### config.mk
export PLATFORM = sky130hd
export DESIGN_NAME = regfile_2r1w
export DESIGN_NICKNAME = d
export VERILOG_FILES = /design/src/rtl/regfile_2r1w.sv
export SDC_FILE = /design/constraint.sdc
export NUM_CORES = 2
export LEC_CHECK = 0
export BUFFER_PORTS_ARGS = -buffer_cell sky130_fd_sc_hd__buf_4
export CAP_MARGIN = 20
export CORE_MARGIN = 3
export CORE_UTILIZATION = 47
export CTS_CLUSTER_SIZE = 40
export DETAILED_ROUTE_END_ITERATION = 10
export HOLD_SLACK_MARGIN = 0.15
export PLACE_DENSITY = 0.63
export SYNTH_ARGS = -nofsm -noshare
export SYNTH_HDL_FRONTEND = slang
export SYNTH_SLANG_ARGS = --single-unit
### constraint.sdc
create_clock -name clk -period 4.3 [get_ports clk]
set_input_delay 0.86 -clock clk [delete_from_list [all_inputs] [get_ports clk]]
set_output_delay 0.86 -clock clk [all_outputs]
set_load 0.02 [all_outputs]
### src/rtl/regfile_2r1w.sv
// regfile_2r1w: parametrised register file, two registered read ports, one write port.
// Read data arrives one cycle after the address edge; rvalid_x marks a fresh read.
// Optional macro REGFILE_BYPASS_EN selects write-first behaviour on a same-cycle
// write/read to one address; left undefined the array is read-first.
module regfile_2r1w #(
  parameter int DATA_W   = 32,
  parameter int ADDR_W   = 5,
  parameter int ZERO_REG = 1
) (
  input  logic              clk,
  input  logic              rst_n,
  input  logic              we,
  input  logic [ADDR_W-1:0] waddr,
  input  logic [DATA_W-1:0] wdata,
  input  logic              re_a,
  input  logic [ADDR_W-1:0] raddr_a,
  output logic [DATA_W-1:0] rdata_a,
  input  logic              re_b,
  input  logic [ADDR_W-1:0] raddr_b,
  output logic [DATA_W-1:0] rdata_b,
  output logic              rvalid_a,
  output logic              rvalid_b
);

  localparam int DEPTH    = 2 ** ADDR_W;
  localparam bit HAS_ZERO = (ZERO_REG != 0);

  logic [DATA_W-1:0] mem_q [DEPTH];
  logic [DATA_W-1:0] mem_d [DEPTH];
  logic [DATA_W-1:0] rdata_a_q, rdata_a_d;
  logic [DATA_W-1:0] rdata_b_q, rdata_b_d;
  logic              rvalid_a_q, rvalid_a_d;
  logic              rvalid_b_q, rvalid_b_d;

  // Value a read port captures for a given address this cycle.
  function automatic logic [DATA_W-1:0] read_value(
    input logic [ADDR_W-1:0] addr,
    input logic [DATA_W-1:0] stored,
    input logic              wr_en,
    input logic [ADDR_W-1:0] wr_addr,
    input logic [DATA_W-1:0] wr_data
  );
    logic [DATA_W-1:0] val;
    val = stored;
`ifdef REGFILE_BYPASS_EN
    // Write-first: a same-cycle write to this address is forwarded.
    if (wr_en && (wr_addr == addr)) val = wr_data;
`else
    // Read-first: the old contents are returned; the write lands at this edge.
    if (wr_en && (wr_addr == addr)) val = stored;
`endif
    // Hardwired zero wins over both storage and forwarding.
    if (HAS_ZERO && (addr == '0)) val = '0;
    return val;
  endfunction

  // Next state: array write, then both read ports independently.
  always_comb begin
    // NOTE: every _d gets a default first so no path leaves it unassigned (no latches).
    mem_d      = mem_q;
    rdata_a_d  = rdata_a_q;
    rdata_b_d  = rdata_b_q;
    rvalid_a_d = re_a;
    rvalid_b_d = re_b;

    if (we && !(HAS_ZERO && (waddr == '0))) mem_d[waddr] = wdata;

    if (re_a) rdata_a_d = read_value(raddr_a, mem_q[raddr_a], we, waddr, wdata);
    if (re_b) rdata_b_d = read_value(raddr_b, mem_q[raddr_b], we, waddr, wdata);
  end

  // State registers with synchronous clear of the whole array and read pipeline.
  always_ff @(posedge clk) begin
    if (!rst_n) begin
      // NOTE: the array is cleared on reset because software expects every register
      // to read 0 after reset; this costs a reset path on every storage bit.
      for (int i = 0; i < DEPTH; i++) mem_q[i] <= '0;
      // NOTE: non-blocking assignments in sequential blocks keep all flops
      // updating from the same pre-edge values.
      rdata_a_q  <= '0;
      rdata_b_q  <= '0;
      rvalid_a_q <= 1'b0;
      rvalid_b_q <= 1'b0;
    end else begin
      mem_q      <= mem_d;
      rdata_a_q  <= rdata_a_d;
      rdata_b_q  <= rdata_b_d;
      rvalid_a_q <= rvalid_a_d;
      rvalid_b_q <= rvalid_b_d;
    end
  end

  assign rdata_a  = rdata_a_q;
  assign rdata_b  = rdata_b_q;
  assign rvalid_a = rvalid_a_q;
  assign rvalid_b = rvalid_b_q;

endmodule

==> run summary <==
status - finished, final reports clean
crit path DAT - 3350 ps
Synth Area in Adders - 0%
clock sink total - 1,090
count of cell types in the netlist - 43
CTS tree - built
Fin Setup TNS - 0 ps
per-cell routed wire length - 29.9 µm
Gate Count Post-Synth - 6,220
Synth Register Bits - 1,090
CP max FO - 45
synth top area cells - dfxtp_1 (39%), mux4_2 (14%), nand2_1 (14%)
vias in the first global route - 47,500
first-pass GRT wire length - 335,000 µm
final hold viol count - 0
H-tree depth - 3
total wire length - 231,000 µm
Synth top cells by count - nand2_1 (2,050), dfxtp_1 (1,090), a21boi_0 (610), clkbuf_1 (414), a21boi_1 (398)
setup bufs post-CTS - 0
Crit Path Class - input pin to flip-flop
Final WS setup - 1480 ps
XOR/XNOR Fraction of Synth Area - 0%
Pwr Density - 359 mW/mm²
Reg power frac - 45.5%
Req. time, crit path - 4840 ps
post-route ant nets - 0
sequential area share after synthesis - 38.6%
Power Total - 22.6 mW
area added between synthesis and finish - 11.4%
DP Wirelength - 139,000 µm
clk_skew - 35.0 ps
DR vias - 49,900
initial antenna violation count - 14
Lkg Pwr - 21.1 nW
sw power - 5.73 mW
P_int - 16.9 mW
fin crit period - 2820 ps
CTS root buffer - clkbuf_16
post-CTS resize count - 0
RSZ-0062 raised after global routing - false
hold buffers post-CTS - 0
cts bufs inserted - 119
Syn Std Cell Area - 0.0565 mm²
Skew-Pair Late Insertion Delay - 750 ps
total core area - 0.119 mm²
max_slew headroom - 21.7%
Worst-Margin Slew - 1170 ps
grt total ovfl - 0
Logic pwr share - 8.5%
endpoint type of the worst setup path - flip-flop
Tightest Hold Check Type - input pin to flip-flop
post-place setup slack - 890 ps
Ys Warns - 0
Clock power frac - 46.1%
Die H - 353 µm
final setup vio count - 0
max-capacitance violation count - 0
width of the die - 353 µm
top-level I/O count - 118
clk buf depth - 3
Post-Synth Simple-Gate Area - 16.4%
mean post-synth cell area - 9.09 µm²
number of synthesized flops with an enable pin - 0
largest net degree at the start of global routing - 173
hold_ws - 445 ps
nets - 6,068
Global Route Usage Sum - 36.1%
most frequent cell after synthesis - nand2_1
post-synth top area share - 38.6%
Pre-antenna DRT Iters - 6
switch share - 25.4%
CP Launch Type - input pin
Die ar. - 0.125 mm²
Tcrit/Tclk final - 65.5%
maximum vdd drop - 0.408 mV
share of cells above drive strength 1 - 16.3%
Port Buffers - 117
Synth Area in Compound Gates - 18.4%
Synth Flop Type - dfxtp_1
gpl congestion - 0.916
mux contribution to synthesized area - 21.8%
Starting Density - 47.6%
Slew Viols, Final - 0
asr flop ratio synth - 0%
Yosys top cell by area - dfxtp_1
combinational family with the most area after synthesis - multiplexers
DRC viols - 0
Clock Pin Slew Worst Setup and Hold Paths - 60 ps
Mapped Nets - 6,272
max frequency - 355 MHz
row count - 126
DR iter-0 viols - 6,822
Via density - 6.46
==> metal layers <==
metal,wire [µm],global-route usage (%),vias up
met5,43,0,-
met1,90300,48.5,24500
met4,13800,19.6,8
met3,28500,9.79,719
met2,98300,52.8,3375
li1,-,-,21300
==> cell usage in the layout, fill, tap and decap left out, types with 5 or more instances in the layout <==
master and count:
mux2i_1 368, and3_1 12, nand2_2 30, bufinv_16 7, clkbuf_8 26, a21boi_1 398, buf_4 274, mux2_2 64
a2111oi_0 29, dfxtp_1 1090, o22ai_1 32, nand2_1 2018, a21boi_0 610, and2_1 51, nor2_1 66, buf_12 37
clkbuf_1 37, clkbuf_16 121, and2_2 16, nor2b_1 18, or2_0 30, o311ai_1 32, mux4_2 352, clkinv_2 20
nand3b_1 33, nor2_4 14, buf_8 5, a22oi_1 64, a211oi_1 48, a21oi_1 36, a32o_1 20, o211ai_1 64
a221oi_1 44, diode_2 11
==> through the flow <==
stage / instances / utilization, % / instance area (µm²)
after global routing: 7718 / 53.0 / 63000
after CTS: 7711 / 53.0 / 62900
after floorplan: 6220 / - / 56500
final: 7722 / 53.0 / 63000
after detailed placement: 7495 / 49.7 / 59100
after global placement: 7495 / 49.7 / 59100
==> worst paths after layout <==
check                          start                       end  slack, ps  cells past startpoint
max                       raddr_a[3]   rdata_a[5]$_SDFFE_PN0P_       1480                      6
min                             re_b       rvalid_b$_SDFF_PN0_        440                      2
max reg2reg  mem_q[754]$_SDFFE_PN0P_  rdata_a[18]$_SDFFE_PN0P_       2460                      5
min reg2reg   mem_q[48]$_SDFFE_PN0P_    mem_q[48]$_SDFFE_PN0P_        460                      2
==> critical path: stages <==
cell,delay (ps)
buf_4,600
or3_2,720
buf_4,420
o22ai_1,140
a2111oi_0,430
a221oi_1,100
==> flip-flops by register name, summed over array words and instances, names as in the netlist <==
| name | flops |
|---|---|
| rvalid_b | 1 |
| mem_q | 1024 |
| rvalid_a | 1 |
| rdata_a | 32 |
| rdata_b | 32 |
==> final cells by class <==
type / instances / area (µm²)
antenna: 11 / 27.5
clock buffer: 184 / 3520
clock inverter: 32 / 368
fill: 10700 / 55700
inverter: 1 / 3.75
multi-input combinational: 4486 / 32300
sequential: 1090 / 21800
tap: 1600 / 2000
timing repair buffer: 318 / 2900
==> kinds of logic (layout without fill, tap and decap cells) <==
logic type | Yosys count | in the layout
buffers and inverters | 644 | 535
other | 0 | 11
and+or+nand+nor | 2321 | 2321
muxes | 784 | 784
AOI/OAI and AO/OA | 1381 | 1381
DFF | 1090 | 1090
==> power by group through the flow <==
stage	logic, mW	registers (mW)	clock network, mW
finish	1.92	10.3	10.4
global route	1.96	10.3	10.9
CTS	1.86	10.3	10.5
detailed placement	1.85	10.5	0
global placement	1.84	10.5	0
floorplan	1.16	10.5	0
Power figures use the tool's default switching activity.
